==> src/rtl/wb_slave_regbank.sv <==
// Wishbone pipelined slave register bank: NUM_REGS RW control words, a live
// STATUS word, a W1C EVENT latch, an interrupt MASK and a registered irq.
module wb_slave_regbank #(
  parameter int unsigned ADDR_WIDTH = 32,
  parameter int unsigned DATA_WIDTH = 32,
  parameter int unsigned NUM_REGS   = 8
) (
  input  logic                           clk,
  input  logic                           rst,
  input  logic                           cyc,
  input  logic                           stb,
  input  logic                           we,
  input  logic [ADDR_WIDTH-1:0]          addr,
  input  logic [DATA_WIDTH-1:0]          wdata,
  input  logic [DATA_WIDTH/8-1:0]        sel,
  output logic                           stall,
  output logic                           ack,
  output logic                           err,
  output logic [DATA_WIDTH-1:0]          rdata,
  output logic [NUM_REGS*DATA_WIDTH-1:0] regs_o,
  input  logic [DATA_WIDTH-1:0]          status_i,
  input  logic [DATA_WIDTH-1:0]          event_i,
  output logic                           irq_o
);

  localparam int unsigned NB = DATA_WIDTH / 8;
  localparam int unsigned IW = ADDR_WIDTH - 2;

  typedef enum logic {IDLE, RESP} state_t;

  state_t                state_q, state_d;
  logic [DATA_WIDTH-1:0] ctrl_q [NUM_REGS];
  logic [DATA_WIDTH-1:0] ctrl_d [NUM_REGS];
  logic [DATA_WIDTH-1:0] event_q, event_d;
  logic [DATA_WIDTH-1:0] mask_q, mask_d;
  logic [DATA_WIDTH-1:0] rdata_q, rdata_d;
  logic                  ack_q, ack_d;
  logic                  err_q, err_d;
  logic                  irq_q, irq_d;

  logic [IW-1:0]         idx;
  logic [DATA_WIDTH-1:0] bm;
  logic [DATA_WIDTH-1:0] rd_val;
  logic [DATA_WIDTH-1:0] clr;
  logic                  hit_ctrl, hit_status, hit_event, hit_mask;
  logic                  valid, accept, wr;

  assign idx        = addr[ADDR_WIDTH-1:2];
  assign hit_ctrl   = idx < IW'(NUM_REGS);
  assign hit_status = idx == IW'(NUM_REGS);
  assign hit_event  = idx == IW'(NUM_REGS + 1);
  assign hit_mask   = idx == IW'(NUM_REGS + 2);
  assign valid      = (addr[1:0] == 2'b00)
                    && (hit_ctrl || hit_status || hit_event || hit_mask)
                    && !(we && hit_status);
  assign accept     = (state_q == IDLE) && cyc && stb;
  assign wr         = accept && valid && we;

  always_comb begin
    bm = '0;
    for (int unsigned i = 0; i < NB; i++) begin
      bm[i*8 +: 8] = {8{sel[i]}};
    end
  end

  always_comb begin
    rd_val = '0;
    for (int unsigned k = 0; k < NUM_REGS; k++) begin
      if (idx == IW'(k)) rd_val = ctrl_q[k];
    end
    if (hit_status) rd_val = status_i;
    if (hit_event)  rd_val = event_q;
    if (hit_mask)   rd_val = mask_q;
  end

  // Incoming event pulses win over a same-edge W1C of the same bit.
  assign clr = (wr && hit_event) ? (wdata & bm) : '0;

  always_comb begin
    for (int unsigned k = 0; k < NUM_REGS; k++) begin
      ctrl_d[k] = ctrl_q[k];
      if (wr && hit_ctrl && (idx == IW'(k))) begin
        ctrl_d[k] = (ctrl_q[k] & ~bm) | (wdata & bm);
      end
    end
    mask_d  = (wr && hit_mask) ? ((mask_q & ~bm) | (wdata & bm)) : mask_q;
    event_d = (event_q & ~clr) | event_i;
    irq_d   = |(event_d & mask_d);
    state_d = state_q;
    ack_d   = 1'b0;
    err_d   = 1'b0;
    rdata_d = rdata_q;
    case (state_q)
      IDLE: begin
        if (accept) begin
          state_d = RESP;
          ack_d   = valid;
          err_d   = !valid;
          rdata_d = (valid && !we) ? rd_val : '0;
        end
      end
      RESP: state_d = IDLE;
      default: state_d = IDLE;
    endcase
  end

  always_ff @(posedge clk) begin
    if (rst) begin
      state_q <= IDLE;
      ack_q   <= 1'b0;
      err_q   <= 1'b0;
      rdata_q <= '0;
      irq_q   <= 1'b0;
      event_q <= '0;
      mask_q  <= '0;
      for (int unsigned k = 0; k < NUM_REGS; k++) ctrl_q[k] <= '0;
    end else begin
      state_q <= state_d;
      ack_q   <= ack_d;
      err_q   <= err_d;
      rdata_q <= rdata_d;
      irq_q   <= irq_d;
      event_q <= event_d;
      mask_q  <= mask_d;
      for (int unsigned k = 0; k < NUM_REGS; k++) ctrl_q[k] <= ctrl_d[k];
    end
  end

  // Termination is suppressed if the master abandons the cycle or reset hits mid-response.
  assign stall = (state_q == RESP);
  assign ack   = ack_q && cyc && !rst;
  assign err   = err_q && cyc && !rst;
  assign rdata = rdata_q;
  assign irq_o = irq_q;

  always_comb begin
    regs_o = '0;
    for (int unsigned k = 0; k < NUM_REGS; k++) begin
      regs_o[k*DATA_WIDTH +: DATA_WIDTH] = ctrl_q[k];
    end
  end

endmodule

==> config.mk <==
export PLATFORM = sky130hd
export DESIGN_NAME = wb_slave_regbank
export DESIGN_NICKNAME = d
export VERILOG_FILES = /design/src/rtl/wb_slave_regbank.sv
export SDC_FILE = /design/constraint.sdc
export NUM_CORES = 1
export LEC_CHECK = 0
export BUFFER_PORTS_ARGS = -buffer_cell sky130_fd_sc_hd__buf_2
export CAP_MARGIN = 20
export CORE_ASPECT_RATIO = 2
export CORE_UTILIZATION = 48
export DETAILED_ROUTE_END_ITERATION = 12
export PLACE_DENSITY = 0.83
export SETUP_SLACK_MARGIN = 0.4
export SLEW_MARGIN = 0
export SYNTH_ARGS = -nofsm -noshare
export SYNTH_HDL_FRONTEND = slang
export SYNTH_SLANG_ARGS = --single-unit
export TNS_END_PERCENT = 100
==> constraint.sdc <==
create_clock -name clk -period 2.4 [get_ports clk]
set_input_delay 0 -clock clk [delete_from_list [all_inputs] [get_ports clk]]
set_output_delay 0 -clock clk [all_outputs]
set_load 0.03 [all_outputs]
==> impl_metrics.yaml, run 1 <==
pwr:
  netSwitchingFraction_pct: 24.4
  p_leak_nw: 9.76
  power_switching_w: 0.00308
  power_frac_seq_pct: 47.3
  irDropWorstVdd_mv: 0.675
  internal_power_w: 0.00955
  clkPwrFrac_pct: 45.5
  p_per_area_nw_per_um2: 526
  pwr-share-comb_pct: 7.2
worst_setup_path:
  required_ns: 2.81
  r2r_cells: 11
  path_class: "flop to flop"
  worstPathArrival_ns: 2.86
  r2r-start: "stall$_SDFF_PP0_"
  critPathLaunchType: "flop"
  endpoint_kind: "flop"
  reg2reg_slack_ns: -0.05
  crit_fanout: 11
  startpoint: "stall$_SDFF_PP0_"
cts:
  clk_pin_slew_ns: 0.07
  cts_tree: "yes"
  clock_path_buffers: 3
  root_buffer: "clkbuf_16"
  clk_latency_ns: 0.54
  cts-htree-levels: 2
  cts.sinks: 356
  cts_buffers: 34
global_route:
  grt_max_degree: 172
  grt.overflow.total: 0
  grtUsageTotal_pct: 43.6
  grt_pass1_wl_um: 116000
  grt_pass1_vias: 19000
  antenna_found_initial: 0
layout:
  multi_input_area_um2: 9690
  final_cell_area_um2: 24000
  diodes: 0
  nNetsFinal: 2773
  nFillCells: 2609
  syn_to_final_growth_pct: 42.5
  stdcell_count: 3102
  register_area_um2: 7130
  drive_gt1_share_pct: 37.3
outcome:
  violations: "setup timing"
  status: "finished with violations"
sta:
  tightest_slew_ns: 1.00
  grt_setup_unrepaired: "true"
  finalHoldViolCount: 0
  post-route-period-util_pct: 102
  fin_worst_skew_ns: 0.0171
  slew_headroom_pct: 33.3
  finalSetupViolCount: 10
  drv_slew: 0
  fin_setup_tns_ns: -0.190
  timing.fmax_ghz: 0.408
  worst_slack_ns: -0.0486
  fin_crit_ns: 2.45
logic_synthesis:
  synthArstFlopShare_pct: 0
  yosysTopAreaCell: "dfxtp_1"
  yosysWarnings: 0
  syn_area_um2: 16800
  synth_seq_cells: 356
  synth_cells: 2070
  ys_types: 65
  yosysTopAreaCellShare_pct: 42.3
  syn-num-nets: 2207
  avgSynthCellArea_um2: 8.14
  synth-main-ff-cell: "dfxtp_1"
  ys_seq_area_share_pct: 42.3
  synth-edff-count: 0
  synth_area_leaders: "dfxtp_1 42%, a21oi_1 9.3%, o21ai_0 8.4%"
job:
  cap_viol_max_count: 0
route:
  dr_total_vias: 20200
  post_drt_wl_per_cell_um: 26.3
  antenna_left: 0
  dr.pass1.iters: 6
  via_per_inst: 6.50
  route.detailed.drc: 0
  drtIter0Drc: 2293
  totalWireLength_um: 81500
floorplan:
  core_region_area_um2: 34500
  std_cell_rows: 96
  die_w_um: 134
  die-area_um2: 35900
  start_util_pct: 48.8
  die_height_um: 267
  ios: 429
place:
  io_buffers: 428
  gp_congestion: 1.04
  hpwl_um: 55500
  dpl_cell_area_um2: 20600
  dp.cells: 2922
worst_hold_path:
  worstHoldPathType: "input port to flop"
==> power groups by stage <==
stage / clock [W] / sequential, W / combinational [W]
floorplan: 0 / 0.00610 / 0.000363
global placement: 0 / 0.00610 / 0.000725
detailed placement: 0 / 0.00610 / 0.000730
CTS: 0.00574 / 0.00597 / 0.000846
global route: 0.00595 / 0.00597 / 0.000945
finish: 0.00575 / 0.00597 / 0.000915
==> worst max-delay path, stage by stage, from the launching register on <==
cell	delay, ns
dfxtp_4	0.34
and4b_2	0.34
buf_6	0.12
buf_4	0.10
buf_6	0.09
buf_4	0.09
and4_4	0.31
nand4_4	0.22
buf_6	0.21
buf_16	0.14
o21ai_0	0.25
a21oi_1	0.11
==> routing by layer <==
metal | track usage, % | wire, µm | part of all wire [%] | up-vias
met1 | 49.7 | 26800 | 33 | 9559
li1 | - | - | - | 8616
met4 | 36.1 | 7840 | 9.6 | 0
met5 | 0 | 0 | 0 | -
met3 | 7.86 | 8400 | 10 | 437
met2 | 70.6 | 38400 | 47 | 1542
==> cell families after synthesis <==
kind of cell	after synthesis	synth area share (%)
compound gates	779	26.4
flops	356	42.3
buf+inv	219	5.29
simple gates	623	18.1
mux	93	7.90
==> layout by cell type, fill, tap and decap left out, types with 10 or more instances in the layout <==
| cell type | n |
|---|---|
| nor3_1 | 19 |
| nor2_1 | 159 |
| a21oi_1 | 242 |
| o21ai_1 | 81 |
| a21oi_2 | 71 |
| dlygate4sd3_1 | 81 |
| dfxtp_1 | 355 |
| a41oi_1 | 13 |
| inv_1 | 19 |
| clkbuf_16 | 35 |
| a211o_1 | 12 |
| mux4_2 | 31 |
| nand2_2 | 39 |
| mux2i_1 | 49 |
| and2_1 | 17 |
| buf_12 | 34 |
| nand4_1 | 31 |
| o21ai_0 | 173 |
| buf_4 | 158 |
| buf_2 | 426 |
| a221oi_1 | 15 |
| a311oi_1 | 16 |
| o21ai_2 | 30 |
| buf_6 | 16 |
| o211ai_1 | 10 |
| o22ai_1 | 33 |
| nand2_1 | 245 |
| nor2_4 | 31 |
==> cell usage after synthesis (4+ instances only) <==
master	n
a211o_1	12
a211oi_1	7
a21o_1	8
a21oi_1	313
a221oi_1	19
a22o_1	7
a22oi_1	9
a2bb2oi_1	10
a311oi_1	16
a41oi_1	13
and2_1	17
and3_1	16
and4_1	4
buf_1	7
buf_2	19
buf_6	6
clkbuf_1	168
dfxtp_1	356
inv_1	19
mux2_2	9
mux2i_1	53
mux4_2	31
nand2_1	292
nand3_1	6
nand4_1	31
nor2_1	160
nor2_4	29
nor2b_1	7
nor3_1	22
nor4_1	10
o2111ai_1	11
o211ai_1	10
o21ai_0	283
o221ai_1	5
o22ai_1	34
==> through the flow <==
stage               utilization, %  setup slack [ns]  hold WS, ns  total power [W]
finish                        69.6           -0.0486       0.0405           0.0126
floorplan                        -             0.223        0.128          0.00646
CTS                           67.7           0.00621       0.0205           0.0126
global route                  69.6           -0.0958       0.0662           0.0129
detailed placement            59.7            -0.269        0.242          0.00683
global placement              59.7            -0.230        0.234          0.00683
==> worst min path at each step <==
stage | from | end | slack [ns] | cells after the start
floorplan | event_i[14] | event_q[14]$_SDFF_PP0_ | 0.13 | 2
global placement | event_i[20] | event_q[20]$_SDFF_PP0_ | 0.23 | 3
detailed placement | event_i[20] | event_q[20]$_SDFF_PP0_ | 0.24 | 3
CTS | status_i[31] | rdata[31]$_SDFFE_PP0P_ | 0.02 | 4
global route | status_i[29] | rdata[29]$_SDFFE_PP0P_ | 0.07 | 4
finish | status_i[7] | rdata[7]$_SDFFE_PP0P_ | 0.04 | 4
==> area by class of cell <==
type,count,area share (%)
Inverter,19,0.297
Clock inverter,15,0.709
Clock buffer,46,4.15
Timing Repair Buffer,730,22.5
Tap cell,441,2.30
Sequential cell,356,29.7
Multi-Input combinational cell,1495,40.4
==> timing repair <==
item                       CTS  global route
hold buffers                81             0
resized for setup           98           215
pin swaps                   56            57
hold endpoints to repair   327             0
gates cloned                13             0
buffers inserted            18             7
setup endpoints to repair  267           284
(Power assumes the default switching activity.)
==> run 2, diff against run 1 <==
Settings changed: BUFFER_PORTS_ARGS -buffer_cell sky130_fd_sc_hd__buf_2 to -buffer_cell sky130_fd_sc_hd__buf_4, PLACE_DENSITY 0.83 to 0.76.
==> impl_metrics.yaml, run 2 (synthesis results as in run 1) <==
worst_setup_path:
  worstPathArrival_ns: 2.84
  endpoint_kind: "flop"
  critPathLaunchType: "flop"
  required_ns: 2.83
  path_class: "flop to flop"
  crit_fanout: 8
layout:
  drive_gt1_share_pct: 37.5
  syn_to_final_growth_pct: 49.3
  nFillCells: 2506
  nNetsFinal: 2774
  diodes: 0
  stdcell_count: 3101
  final_common_cell: "buf_4"
  layout_common_cells: "573 x buf_4, 355 x dfxtp_1, 255 x a21oi_1"
global_route:
  grt_pass1_vias: 18900
  use_met1_pct: 46.9
  grt_busiest_layer: "met2"
  use_met3_pct: 7.90
  grtUsageMet2_pct: 68.3
  grt_pass1_wl_um: 114000
  antenna_found_initial: 0
  grtUsageTotal_pct: 42.0
  grt_max_degree: 163
  grt.overflow.total: 0
pwr:
  irDropWorstVdd_mv: 0.541
  p_leak_nw: 9.78
  power_w: 0.0123
  p_per_area_nw_per_um2: 490
sta:
  grt_setup_unrepaired: "true"
  worst_slack_ns: -0.00737
  drv_slew: 0
  timing.fmax_ghz: 0.415
  fin_worst_skew_ns: 0.00886
  tightest_slew_ns: 1.14
  slew_headroom_pct: 24.0
  finalHoldViolCount: 0
  post-route-period-util_pct: 100
  fin_crit_ns: 2.41
  finalSetupViolCount: 1
cts:
  cts_tree: "yes"
  root_buffer: "clkbuf_16"
  cts.sinks: 356
  cts_buffers: 31
  clk_pin_slew_ns: 0.07
  cts-htree-levels: 1
  clk_latency_ns: 0.59
  clock_path_buffers: 3
floorplan:
  ios: 429
  core_region_area_um2: 34500
  std_cell_rows: 96
  die-area_um2: 35900
  die_height_um: 267
  die_w_um: 134
  start_util_pct: 48.8
outcome:
  status: "finished with violations"
  violations: "setup timing"
route:
  antenna_left: 0
  drtIter0Drc: 2087
  route.detailed.drc: 0
  post_drt_wl_per_cell_um: 25.4
  via_per_inst: 6.35
  dr.pass1.iters: 5
  dr_total_vias: 19700
  totalWireLength_um: 78600
place:
  io_buffers: 428
  hpwl_um: 54600
  dp.cells: 2916
  gp_congestion: 1.03
worst_hold_path:
  worstHoldPathType: "input port to flop"
job:
  cap_viol_max_count: 0
-- run 2: cell types whose count changed in the layout (fill, tap and decap cells not counted), moves of 14 or more --
cell / change
o21ai_2: +18
buf_2: -426
o21ai_0: -22
a21oi_2: -14
nand2_2: +15
buf_4: +415
-- run 2: critical path: stages, from the launching register on --
cell	delay, ns
dfxtp_4	0.34
and4b_1	0.21
buf_6	0.14
and3_4	0.15
and3_4	0.16
buf_8	0.13
o211ai_1	0.43
o2111ai_2	0.25
nor4_2	0.32
a41oi_1	0.13
-- run 2: path summary, 6_finish.rpt --
check                                           start                     end  slack [ns]  cells after the start
worst max-delay path                 stall$_SDFF_PP0_        irq_o$_SDFF_PP0_      -0.007                      9
worst min-delay path                     status_i[10]  rdata[10]$_SDFFE_PP0P_        0.02                      4
worst max register to register       stall$_SDFF_PP0_        irq_o$_SDFF_PP0_      -0.007                      9
worst min register to register  rdata[9]$_SDFFE_PP0P_   rdata[9]$_SDFFE_PP0P_        0.46                      2
-- run 2: layer usage --
metal / vias up / routed length, µm
met5: - / 0
met4: 0 / 7550
met3: 373 / 7090
met2: 1341 / 37200
met1: 9388 / 26800
li1: 8589 / -
-- run 2: through the flow --
step / hold slack (ns) / setup slack (ns) / instance area, µm² / util (%) / TNS [ns]
finish: 0.0197 / -0.00737 / 25100 / 72.9 / -0.00737
global route: 0.0382 / -0.00380 / 25100 / 72.9 / -0.00380
CTS: 0.00141 / 0.111 / 24400 / 70.8 / 0
detailed placement: 0.261 / -0.395 / 21600 / 62.8 / -28.96
global placement: 0.253 / -0.376 / 21600 / 62.8 / -18.93
floorplan: 0.128 / 0.223 / 17100 / - / 0
-- run 2: power by group --
| part | internal, W | switching, W |
|---|---|---|
| clock network | 0.00299 | 0.00240 |
| logic | 0.000390 | 0.000564 |
| registers | 0.00594 | 0.0000285 |
| total | 0.00932 | 0.00300 |
-- run 2: timing repair --
item,CTS,global route
gates cloned,13,5
buffers inserted,17,7
resized for setup,119,239
pin swaps,67,97
endpoints found under the setup margin,149,265
endpoints found under the hold margin,343,0
hold buffers,87,0
-- run 2: final cells by class --
class / count / area [µm²] / share of cell area [%]
inverter: 19 / 71.3 / 0.284
tap: 441 / 552 / 2.19
clock inverter: 16 / 193 / 0.766
multi-input combinational: 1496 / 9720 / 38.7
clock buffer: 40 / 871 / 3.46
timing repair buffer: 733 / 6600 / 26.3
sequential: 356 / 7130 / 28.4
==> run 3, diff against run 2 <==
Settings changed: HOLD_SLACK_MARGIN from default to 0.06.
==> impl_metrics.yaml, run 3 (synthesis results as in run 1) <==
sta:
  hold_ws_ns: 0.102
  slew_headroom_pct: 25.2
  fin_worst_skew_ns: 0.0104
  drv_slew: 0
  fin_setup_tns_ns: 0
  timing.fmax_ghz: 0.421
  finalSetupViolCount: 0
  tightest_slew_ns: 1.12
  finalHoldViolCount: 0
  fin_crit_ns: 2.38
  grt_setup_unrepaired: "true"
  post-route-period-util_pct: 99.1
worst_setup_path:
  crit_top_cell: "and3_4"
  slowest_stage: "o211ai_1"
  cp_cell_sequence: "and4b_1 > buf_6 > and3_4 > and3_4 > buf_8 > o211ai_1 > o2111ai_2 > nor4_2 > a41oi_1"
  path_class: "flop to flop"
  endpoint_kind: "flop"
  crit_buf_inv: 2
  critPathLaunchType: "flop"
  crit_fanout: 8
  cp_top_family: "simple AND/OR/NAND/NOR gates"
  worstPathArrival_ns: 2.81
  required_ns: 2.83
  cpPeakStageDelay_ns: 0.41
layout:
  drive_gt1_share_pct: 37.4
  nFillCells: 2503
  nNetsFinal: 2782
  diodes: 0
  layout_common_cells: "573 x buf_4, 355 x dfxtp_1, 255 x a21oi_1"
  register_area_um2: 7130
  multi_input_area_um2: 9720
  syn_to_final_growth_pct: 49.8
  final_common_cell: "buf_4"
cts:
  cts_tree: "yes"
  cts_buffers: 31
  clk_latency_ns: 0.59
  root_buffer: "clkbuf_16"
  clock_path_buffers: 3
  clk_pin_slew_ns: 0.07
  cts-htree-levels: 1
  cts.sinks: 356
global_route:
  antenna_found_initial: 0
  grtUsageTotal_pct: 42.1
  grt_max_degree: 163
  grt_pass1_vias: 19000
  grt.overflow.total: 0
  grt_pass1_wl_um: 114000
outcome:
  status: "complete, no violations"
floorplan:
  ios: 429
  core_region_area_um2: 34500
  die_height_um: 267
  die_w_um: 134
  die-area_um2: 35900
  std_cell_rows: 96
  start_util_pct: 48.8
pwr:
  p_leak_nw: 9.81
  p_per_area_nw_per_um2: 488
  power_frac_seq_pct: 48.5
  clkPwrFrac_pct: 43.7
  pwr-share-comb_pct: 7.8
  irDropWorstVdd_mv: 0.538
  netSwitchingFraction_pct: 24.3
  internal_power_w: 0.00933
  power_w: 0.0123
  power_switching_w: 0.00299
place:
  gp_congestion: 1.03
  io_buffers: 428
  hpwl_um: 54600
route:
  route.detailed.drc: 0
  antenna_left: 0
  via_per_inst: 6.33
  drtIter0Drc: 2080
  dr.pass1.iters: 8
  dr_total_vias: 19700
  post_drt_wl_per_cell_um: 25.4
  totalWireLength_um: 78900
worst_hold_path:
  worstHoldPathType: "input port to flop"
job:
  cap_viol_max_count: 0
## run 3: layout make-up
class	instances	area share [%]
multi-input combinational	1496	38.5
tap	441	2.19
timing repair buffer	741	26.5
clock inverter	16	0.764
sequential	356	28.3
clock buffer	40	3.45
inverter	19	0.283
## run 3: worst paths after layout
check                                            from               endpoint  slack (ns)  cells past startpoint
worst max-delay path                 stall$_SDFF_PP0_       irq_o$_SDFF_PP0_        0.02                      9
worst min-delay path                           sel[3]                   flop        0.10                      6
worst min register to register  rdata[9]$_SDFFE_PP0P_  rdata[9]$_SDFFE_PP0P_        0.46                      2
worst max register to register       stall$_SDFF_PP0_       irq_o$_SDFF_PP0_        0.02                      9
## run 3: timing repair
action | 4_1_cts | 5_1_grt
hold endpoints to repair | 347 | 0
gates cloned | 13 | 5
setup buffers | 17 | 7
pin swaps | 67 | 96
setup endpoints to repair | 149 | 266
resized for setup | 119 | 240
hold buffers | 95 | 0
## run 3: tightest hold or removal path, stage by stage
cell	delay, ns
buf_4	0.13
nand4_4	0.09
buf_12	0.16
nor2_4	0.06
mux2i_1	0.11
nor2_1	0.08
## run 3: metal layers
| metal | track usage, % | up-vias | wire length, µm |
|---|---|---|---|
| met2 | 68.0 | 1401 | 37000 |
| met5 | 0 | - | 0 |
| met1 | 46.4 | 9294 | 26600 |
| met4 | 37.4 | 0 | 7870 |
| li1 | - | 8605 | - |
| met3 | 8.93 | 380 | 7480 |
## run 3: per-stage QoR
step	std cells	setup WS [ns]	util, %	cell area, µm²
floorplan	2070	0.223	-	17100
global placement	2916	-0.376	62.8	21600
detailed placement	2916	-0.395	62.8	21600
CTS	3097	0.111	71.1	24500
global route	3109	-0.00171	73.2	25200
finish	3109	0.0219	73.2	25200
## run 3: power by group through the flow
stage / combinational [W] / sequential (W) / clock (W)
CTS: 0.000908 / 0.00597 / 0.00539
global route: 0.000997 / 0.00597 / 0.00560
detailed placement: 0.000773 / 0.00610 / 0
global placement: 0.000766 / 0.00610 / 0
floorplan: 0.000363 / 0.00610 / 0
finish: 0.000965 / 0.00597 / 0.00538
